--- config.mk ---
export PLATFORM = sky130hd
export DESIGN_NAME = pwm_cfg_ctrl_flat
export DESIGN_NICKNAME = d
export VERILOG_FILES = /design/src/rtl/pwm_cfg_ctrl_if.sv /design/src/rtl/pwm_cfg_ctrl.sv /design/src/flat_wrapper.sv
export SDC_FILE = /design/constraint.sdc
export NUM_CORES = 1
export LEC_CHECK = 0
export CORE_ASPECT_RATIO = 0.6
export CORE_MARGIN = 4
export CORE_UTILIZATION = 30
export DETAILED_ROUTE_END_ITERATION = 8
export GPL_TIMING_DRIVEN = 0
export PLACE_DENSITY_LB_ADDON = 0.2
export RECOVER_POWER = 100
export SETUP_SLACK_MARGIN = 0.2
export SYNTH_ARGS = -nofsm -noshare
export SYNTH_HDL_FRONTEND = slang
export SYNTH_SLANG_ARGS = --single-unit
--- constraint.sdc ---
create_clock -name clk -period 4.8 [get_ports clk]
set_clock_uncertainty 0.05 [all_clocks]
set_input_delay 0.96 -clock clk [delete_from_list [all_inputs] [get_ports clk]]
set_output_delay 0.96 -clock clk [all_outputs]
set_load 0.02 [all_outputs]
--- src/rtl/pwm_cfg_ctrl_if.sv ---
// Frame handshake between the SPI peripheral (master) and the PWM config controller (slave).
interface pwm_cfg_ctrl_if;
  logic        frm_valid;
  logic        frm_ready;
  logic [15:0] frm_data;

  modport master (output frm_valid, output frm_data, input frm_ready);
  modport slave  (input frm_valid, input frm_data, output frm_ready);
endinterface

--- src/rtl/pwm_cfg_ctrl.sv ---
// PWM configuration controller: validates SPI write frames into a shadow bank and
// commits the shadow to the active bank at period_end or after a bounded wait.
module pwm_cfg_ctrl #(
  parameter int unsigned COMMIT_TIMEOUT = 255,
  parameter int unsigned ERR_W          = 4
) (
  input  logic               clk,
  input  logic               rst,
  pwm_cfg_ctrl_if.slave      frm,
  input  logic               period_end,
  output logic [15:0]        en_out,
  output logic [15:0]        en_pwm,
  output logic [7:0]         duty,
  output logic               pending,
  output logic [ERR_W-1:0]   err_cnt
);

  localparam int unsigned TMR_W    = $clog2(COMMIT_TIMEOUT + 1);
  localparam int unsigned NUM_REGS = 5;

  typedef enum logic [1:0] {IDLE, CHECK, WRITE} state_t;

  state_t                       state;
  logic [15:0]                  frame_q;
  logic [NUM_REGS-1:0][7:0]     shadow_q;
  logic [NUM_REGS-1:0][7:0]     active_q;
  logic [TMR_W-1:0]             timer_q;
  logic                         write_c;
  logic                         commit_c;
  logic                         frame_ok_c;

  assign write_c    = (state == WRITE);
  assign commit_c   = pending && (period_end || (timer_q == TMR_W'(COMMIT_TIMEOUT)));
  assign frame_ok_c = frame_q[15] && (frame_q[14:8] <= 7'h04);

  // Outputs come straight from the active bank registers.
  assign en_out = {active_q[1], active_q[0]};
  assign en_pwm = {active_q[3], active_q[2]};
  assign duty   = active_q[4];

  always_ff @(posedge clk or posedge rst) begin
    if (rst) begin
      state         <= IDLE;
      frm.frm_ready <= 1'b0;
      frame_q       <= '0;
      shadow_q      <= '0;
      active_q      <= '0;
      pending       <= 1'b0;
      timer_q       <= '0;
      err_cnt       <= '0;
    end else begin
      case (state)
        IDLE: begin
          frm.frm_ready <= 1'b1;
          if (frm.frm_valid && frm.frm_ready) begin
            frame_q       <= frm.frm_data;
            frm.frm_ready <= 1'b0;
            state         <= CHECK;
          end
        end
        CHECK: begin
          if (frame_ok_c) begin
            state <= WRITE;
          end else begin
            if (err_cnt != '1) err_cnt <= err_cnt + ERR_W'(1);
            frm.frm_ready <= 1'b1;
            state         <= IDLE;
          end
        end
        WRITE: begin
          shadow_q[frame_q[10:8]] <= frame_q[7:0];
          frm.frm_ready           <= 1'b1;
          state                   <= IDLE;
        end
        default: begin
          frm.frm_ready <= 1'b0;
          state         <= IDLE;
        end
      endcase

      // A commit copies the pre-write shadow; a coincident write keeps pending set.
      if (commit_c) active_q <= shadow_q;
      pending <= write_c || (pending && !commit_c);

      // Timer only runs while a pending update waits; further writes never restart it.
      if (!pending || commit_c) begin
        timer_q <= '0;
      end else if (timer_q != TMR_W'(COMMIT_TIMEOUT)) begin
        timer_q <= timer_q + TMR_W'(1);
      end
    end
  end

endmodule

--- src/flat_wrapper.sv ---
// flat-port wrapper written by rule: the top's interface ports become plain ports
module pwm_cfg_ctrl_flat 
#(
  parameter int unsigned COMMIT_TIMEOUT = 255,
  parameter int unsigned ERR_W          = 4
)
  (clk, rst, period_end, en_out, en_pwm, duty, pending, err_cnt, frm_frm_valid, frm_frm_data, frm_frm_ready);
  pwm_cfg_ctrl_if frm_i ();
  input  logic clk;
  input  logic rst;
  input  logic period_end;
  output logic [15:0] en_out;
  output logic [15:0] en_pwm;
  output logic [7:0] duty;
  output logic pending;
  output logic [ERR_W-1:0] err_cnt;
  input wire logic [$bits(frm_i.frm_valid)-1:0] frm_frm_valid;
  input wire logic [$bits(frm_i.frm_data)-1:0] frm_frm_data;
  output wire logic [$bits(frm_i.frm_ready)-1:0] frm_frm_ready;
  assign frm_i.frm_valid = frm_frm_valid;
  assign frm_i.frm_data = frm_frm_data;
  assign frm_frm_ready = frm_i.frm_ready;
  pwm_cfg_ctrl #(.COMMIT_TIMEOUT(COMMIT_TIMEOUT), .ERR_W(ERR_W)) u_core (.clk(clk), .rst(rst), .frm(frm_i), .period_end(period_end), .en_out(en_out), .en_pwm(en_pwm), .duty(duty), .pending(pending), .err_cnt(err_cnt));
endmodule
==> impl_metrics.ini, run 1 <==
[timing]
period_share_pct = 67.0
hold_viol = 0
worstMarginPinSlew_ns = 2.33
grt_setup_unrepaired = false
final.min_clock_period_ns = 3.21
timing.fmax_mhz = 311
hold_slack_ns = 0.438
relSlewSlack_pct = -57.3
setup-violations-final = 0
slew_viol_final = 56

[clocking]
clock_latency_ns = 0.35
ctsResizeCount = 0
clock-sinks = 112
post_cts_buffers = 0
h-tree-depth = 3
cts_tree = built
cts_made_buffers = 9
cts_max_path_buffers = 2
cts_hold_buffers = 0
root_buffer = clkbuf_16
path_clk_slew_ns = 0.07

[die]
io_pins = 66
die_w_um = 166
die_h_um = 103
start_util_pct = 30.7
die_area_um2 = 17000
fp-row-count = 34
core_area_um2 = 14500

[drt]
final_antenna_net_count = 0
vias = 2529
viasPerCell = 4.45
wl_um = 9270
firstDrtPassIters = 4
dr.first_iter.drc_count = 96
avgRoutedWirePerCell_um = 16.3
drcViolationCount = 0

[final_layout]
diodes = 0
area_growth_syn_to_layout_pct = 25.6
nFillCells = 1414
final_net_count = 392
final_cell_area_um2 = 5620
drive_gt1_share_pct = 31.4
stdcell_count = 568

[synthesis]
async_flop_share_pct = 100
seq_area_frac_synth_pct = 62.7
syn_area_per_cell_um2 = 15.5
synth_edf_count = 0
netlist_instances = 289
yosys_warnings = 0
ys_ff_latch = 112
syn_area_um2 = 4470
yosysTopAreaCellShare_pct = 62.7
yosysMostFrequentCell = dfrtp_1
synth_fp_nets = 315
synthTopCellsByCount = dfrtp_1 (112), mux2_2 (94), nor2_1 (7)
synthTopCellsByArea = dfrtp_1 (63%), mux2_2 (24%), ha_1 (1.7%)
yosys_most_used_dff = dfrtp_1
synth_cell_types = 37
yosysTopAreaCell = dfrtp_1

[min_path]
holdPathStages = 1
min_to = u_core.shadow_q[7]$_DFFE_PP0P_
min-delay-start = u_core.shadow_q[7]$_DFFE_PP0P_
hp-class = flop to flop

[worst_setup_path]
crit_start = u_core.state[0]$_DFFE_PP0N_
timing.critical_path.buf_inv = 1
crit_slowest_cell = nor4b_1
rr_worst_depth = 4
crit_type = flop to flop
regToRegStartpoint = u_core.state[0]$_DFFE_PP0N_
arrival_ns = 3.39
critical_path_cell_count = 4
cp.required_ns = 4.98
max_stage_delay_ns = 1.83
path_delay_family = simple AND/OR/NAND/NOR gates
worstPathCellList = inv_1 -> ha_1 -> nor4b_1 -> mux2_2
cp-start-kind = flop
worstSetupEndpointType = flop
r2r-end = u_core.shadow_q[0]$_DFFE_PP0P_
rrSetupSlack_ns = 1.59
cp_max_fo = 8

[place]
hpwlAfterDp_um = 6570
portBuffers = 65
gp_congestion = 0.699
place_inst = 553
dpl_cell_area_um2 = 5400

[global_routing]
grt_pass1_vias = 2617
gr-usage-all-layers_pct = 11.6
antenna_found_initial = 0
grt_max_degree = 67
grt.overflow.total = 0
grt_pass1_wl_um = 15000

[power_and_ir_drop]
ir_drop_v = 0.000182
leakage_uw = 0.00271
p_per_area_nw_per_um2 = 446

[outcome]
status = finished with violations
violations = capacitance limit, slew limit

[run]
drv_cap = 2
==> state kept, by name (all words and copies together) (netlist names) <==
register and flops:
u_core.duty 8, u_core.en_out 16, u_core.en_pwm 16, u_core.err_cnt 4, u_core.frame_q 16, u_core.frm.frm_ready 1
u_core.pending 1, u_core.shadow_q 40, u_core.state 2, u_core.timer_q 8
==> worst reg2reg max path, cell delays in order (launching register included) <==
cell and delay [ns]:
dfrtp_1 0.40, inv_1 0.11, ha_1 0.26, nor4b_1 1.83, mux2_2 0.46
==> cells by family (layout without fill, tap and decap cells) <==
logic type,Yosys count,in the layout,share of synthesized area (%)
muxes,97,97,24.4
AOI/OAI and AO/OA,14,14,2.01
buffers and inverters,16,97,2.43
xor gates and xnor gates,6,6,1.18
adders and majority gates,6,6,1.68
DFF,112,112,62.7
and+or+nand+nor,38,38,5.62
==> layout by cell type (no fill, tap or decap), types with 5 or more instances in the layout <==
master,n
nand3_1,5
nor2_1,8
dlygate4sd3_1,49
dfrtp_1,112
nand2_1,6
clkbuf_1,8
ha_1,6
clkdlybuf4s50_1,16
inv_1,5
clkbuf_16,9
mux2_2,92
mux2_1,5
==> through the flow <==
stage | util [%] | setup TNS [ns] | setup slack [ns] | power [µW]
floorplan | - | 0 | 0.831 | 1610
global placement | 36.9 | -96.99 | -0.877 | 1810
detailed placement | 37.1 | 0 | 2.16 | 1830
CTS | 39.2 | 0 | 2.39 | 2590
global route | 38.6 | 0 | 1.32 | 2660
finish | 38.6 | 0 | 1.59 | 2510
==> report_power, final <==
| group | total [µW] | switching, µW | internal (µW) |
|---|---|---|---|
| registers | 1280 | 157 | 1120 |
| logic | 487 | 221 | 266 |
| clock network | 741 | 326 | 415 |
==> cell type report <==
class | instances | area, µm² | area share [%]
buffer | 10 | 48.8 | 0.868
clock buffer | 10 | 239 | 4.25
clock inverter | 5 | 57.6 | 1.02
inverter | 6 | 23.8 | 0.423
multi-input combinational | 161 | 1520 | 27.1
sequential | 112 | 2800 | 49.9
tap | 198 | 248 | 4.41
timing repair buffer | 66 | 678 | 12.1
==> per-layer routing <==
| metal | routed length, µm | GRT usage (%) |
|---|---|---|
| met1 | 4770 | 17.0 |
| met2 | 3940 | 16.5 |
| met3 | 492 | 4.37 |
| met4 | 69 | 2.47 |
| met5 | 0 | 0 |
==> worst max path at each step <==
stage	slack (ns)	end
global placement	-0.88	u_core.en_out[7]$_DFFE_PP0P_
finish	1.59	u_core.shadow_q[0]$_DFFE_PP0P_
global route	1.32	u_core.shadow_q[0]$_DFFE_PP0P_
detailed placement	2.16	u_core.frame_q[2]$_DFFE_PP0P_
CTS	2.39	err_cnt[2]
floorplan	0.83	u_core.duty[0]$_DFFE_PP0P_
No activity file was read; power rests on OpenSTA's default activity.
==> run 2: changes to the inputs <==
==> constraint.sdc (replaced) <==
create_clock -name clk -period 3.1 [get_ports clk]
set_clock_uncertainty 0.05 [all_clocks]
set_input_delay 0.62 -clock clk [delete_from_list [all_inputs] [get_ports clk]]
set_output_delay 0.62 -clock clk [all_outputs]
set_load 0.02 [all_outputs]
==> impl_metrics.ini, run 2 (same netlist as run 1, synthesis figures left out) <==
[outcome]
status = complete, no violations

[timing]
hold_viol = 0
slew_viol_final = 0
worstMarginPinSlew_ns = 1.34
setup_ws_ns = 0.651
setup-violations-final = 0
relSlewSlack_pct = 10.6
final.min_clock_period_ns = 2.45
hold_slack_ns = 0.429
grt_setup_unrepaired = false
period_share_pct = 79.0
tns_ns = 0
timing.fmax_mhz = 408

[global_routing]
grt.overflow.total = 0
gr-usage-all-layers_pct = 11.3
grt_pass1_wl_um = 14900
grt_max_degree = 43
antenna_found_initial = 0
grt_pass1_vias = 2667

[drt]
avgRoutedWirePerCell_um = 16.0
vias = 2513
drcViolationCount = 0
final_antenna_net_count = 0
viasPerCell = 4.40
dr.first_iter.drc_count = 86
firstDrtPassIters = 5
wl_um = 9140

[clocking]
clock_latency_ns = 0.34
h-tree-depth = 3
path_clk_slew_ns = 0.07
cts_made_buffers = 9
cts_max_path_buffers = 2
post_cts_buffers = 0
cts_tree = built
clock-sinks = 112
cts_hold_buffers = 0
root_buffer = clkbuf_16
ctsResizeCount = 0

[min_path]
holdPathStages = 1
min_to = u_core.en_out[3]$_DFFE_PP0P_
min-delay-start = u_core.en_out[3]$_DFFE_PP0P_
hp-class = flop to flop

[final_layout]
layout_common_cells = dfrtp_1 (112), mux2_2 (94), dlygate4sd3_1 (49), clkdlybuf4s50_1 (16)
largest_register_ffs = 40
diodes = 0
area_growth_syn_to_layout_pct = 25.2
regMostFlops = u_core.shadow_q
layout_commonest_cell = dfrtp_1
final_net_count = 394
drive_gt1_share_pct = 31.9
final_cell_area_um2 = 5600
nFillCells = 1405

[place]
hpwlAfterDp_um = 6560
dpl_cell_area_um2 = 5440
portBuffers = 65
preCtsSetupSlack_ns = 0.855
gp_congestion = 0.710

[worst_setup_path]
cp_max_fo = 8
r2r-end = u_core.shadow_q[2]$_DFFE_PP0P_
arrival_ns = 2.63
rr_worst_depth = 4
crit_type = flop to flop
rrSetupSlack_ns = 0.65
cp-start-kind = flop
cp.required_ns = 3.28
worstSetupEndpointType = flop
regToRegStartpoint = u_core.state[0]$_DFFE_PP0N_

[die]
io_pins = 66
core_area_um2 = 14500
die_h_um = 103
start_util_pct = 30.7
die_w_um = 166
die_area_um2 = 17000
fp-row-count = 34

[run]
drv_cap = 0

[power_and_ir_drop]
p_per_area_nw_per_um2 = 683
power_uw = 3820
ir_drop_v = 0.000263
leakage_uw = 0.00272
## run 2: changes by cell type in the layout (fill, tap and decap cells not counted), moves of 2 or more
| cell | before | now |
|---|---|---|
| clkinvlp_4 | 3 | 0 |
| clkinv_4 | 0 | 2 |
| clkbuf_2 | 0 | 2 |
| mux2_2 | 92 | 94 |
| mux2_1 | 5 | 3 |
| clkinv_2 | 1 | 3 |
## run 2: area by class of cell
| type | instances | area, µm² | area share (%) |
|---|---|---|---|
| Sequential cell | 112 | 2800 | 50.1 |
| Multi-Input combinational cell | 161 | 1520 | 27.2 |
| Timing Repair Buffer | 68 | 681 | 12.2 |
| Tap cell | 198 | 248 | 4.42 |
| Clock buffer | 11 | 243 | 4.34 |
| Buffer | 10 | 48.8 | 0.872 |
| Clock inverter | 5 | 32.5 | 0.581 |
| Inverter | 6 | 23.8 | 0.425 |
## run 2: metrics by stage
stage,instances,utilization [%]
2_1_floorplan,289,-
3_3_place_gp,552,36.9
3_5_place_dp,555,37.4
4_1_cts,571,39.3
5_1_grt,571,38.5
6_report,571,38.5
## run 2: report_power, final
group	internal, µW	switching (µW)
Sequential	1740	266
Combinational	411	334
Clock	567	506
Total	2720	1110
## run 2: worst max-delay path: stages (launching register included)
cell and delay (ns):
dfrtp_1 0.41, inv_1 0.11, ha_1 0.26, nor4b_2 1.09, mux2_2 0.42
## run 2: worst max path at each step
stage,endpoint,startpoint,cells past startpoint,slack [ns]
2_1_floorplan,u_core.duty[0]$_DFFE_PP0P_,rst,1,1.07
5_1_grt,u_core.shadow_q[34]$_DFFE_PP0P_,u_core.state[0]$_DFFE_PP0N_,5,0.50
3_5_place_dp,u_core.frame_q[9]$_DFFE_PP0P_,frm_frm_valid,4,0.86
6_report,u_core.shadow_q[2]$_DFFE_PP0P_,u_core.state[0]$_DFFE_PP0N_,4,0.65
3_3_place_gp,u_core.en_pwm[0]$_DFFE_PP0P_,rst,2,-0.08
4_1_cts,err_cnt[2],u_core.err_cnt[2]$_DFFE_PP0P_,1,1.03
## run 2: layer usage
layer	part of all wire [%]	track usage, %	vias up
li1	-	-	1177
met1	53	16.8	1274
met2	41	16.1	53
met3	4.2	3.52	9
met4	0.85	2.47	0
met5	0	0	-
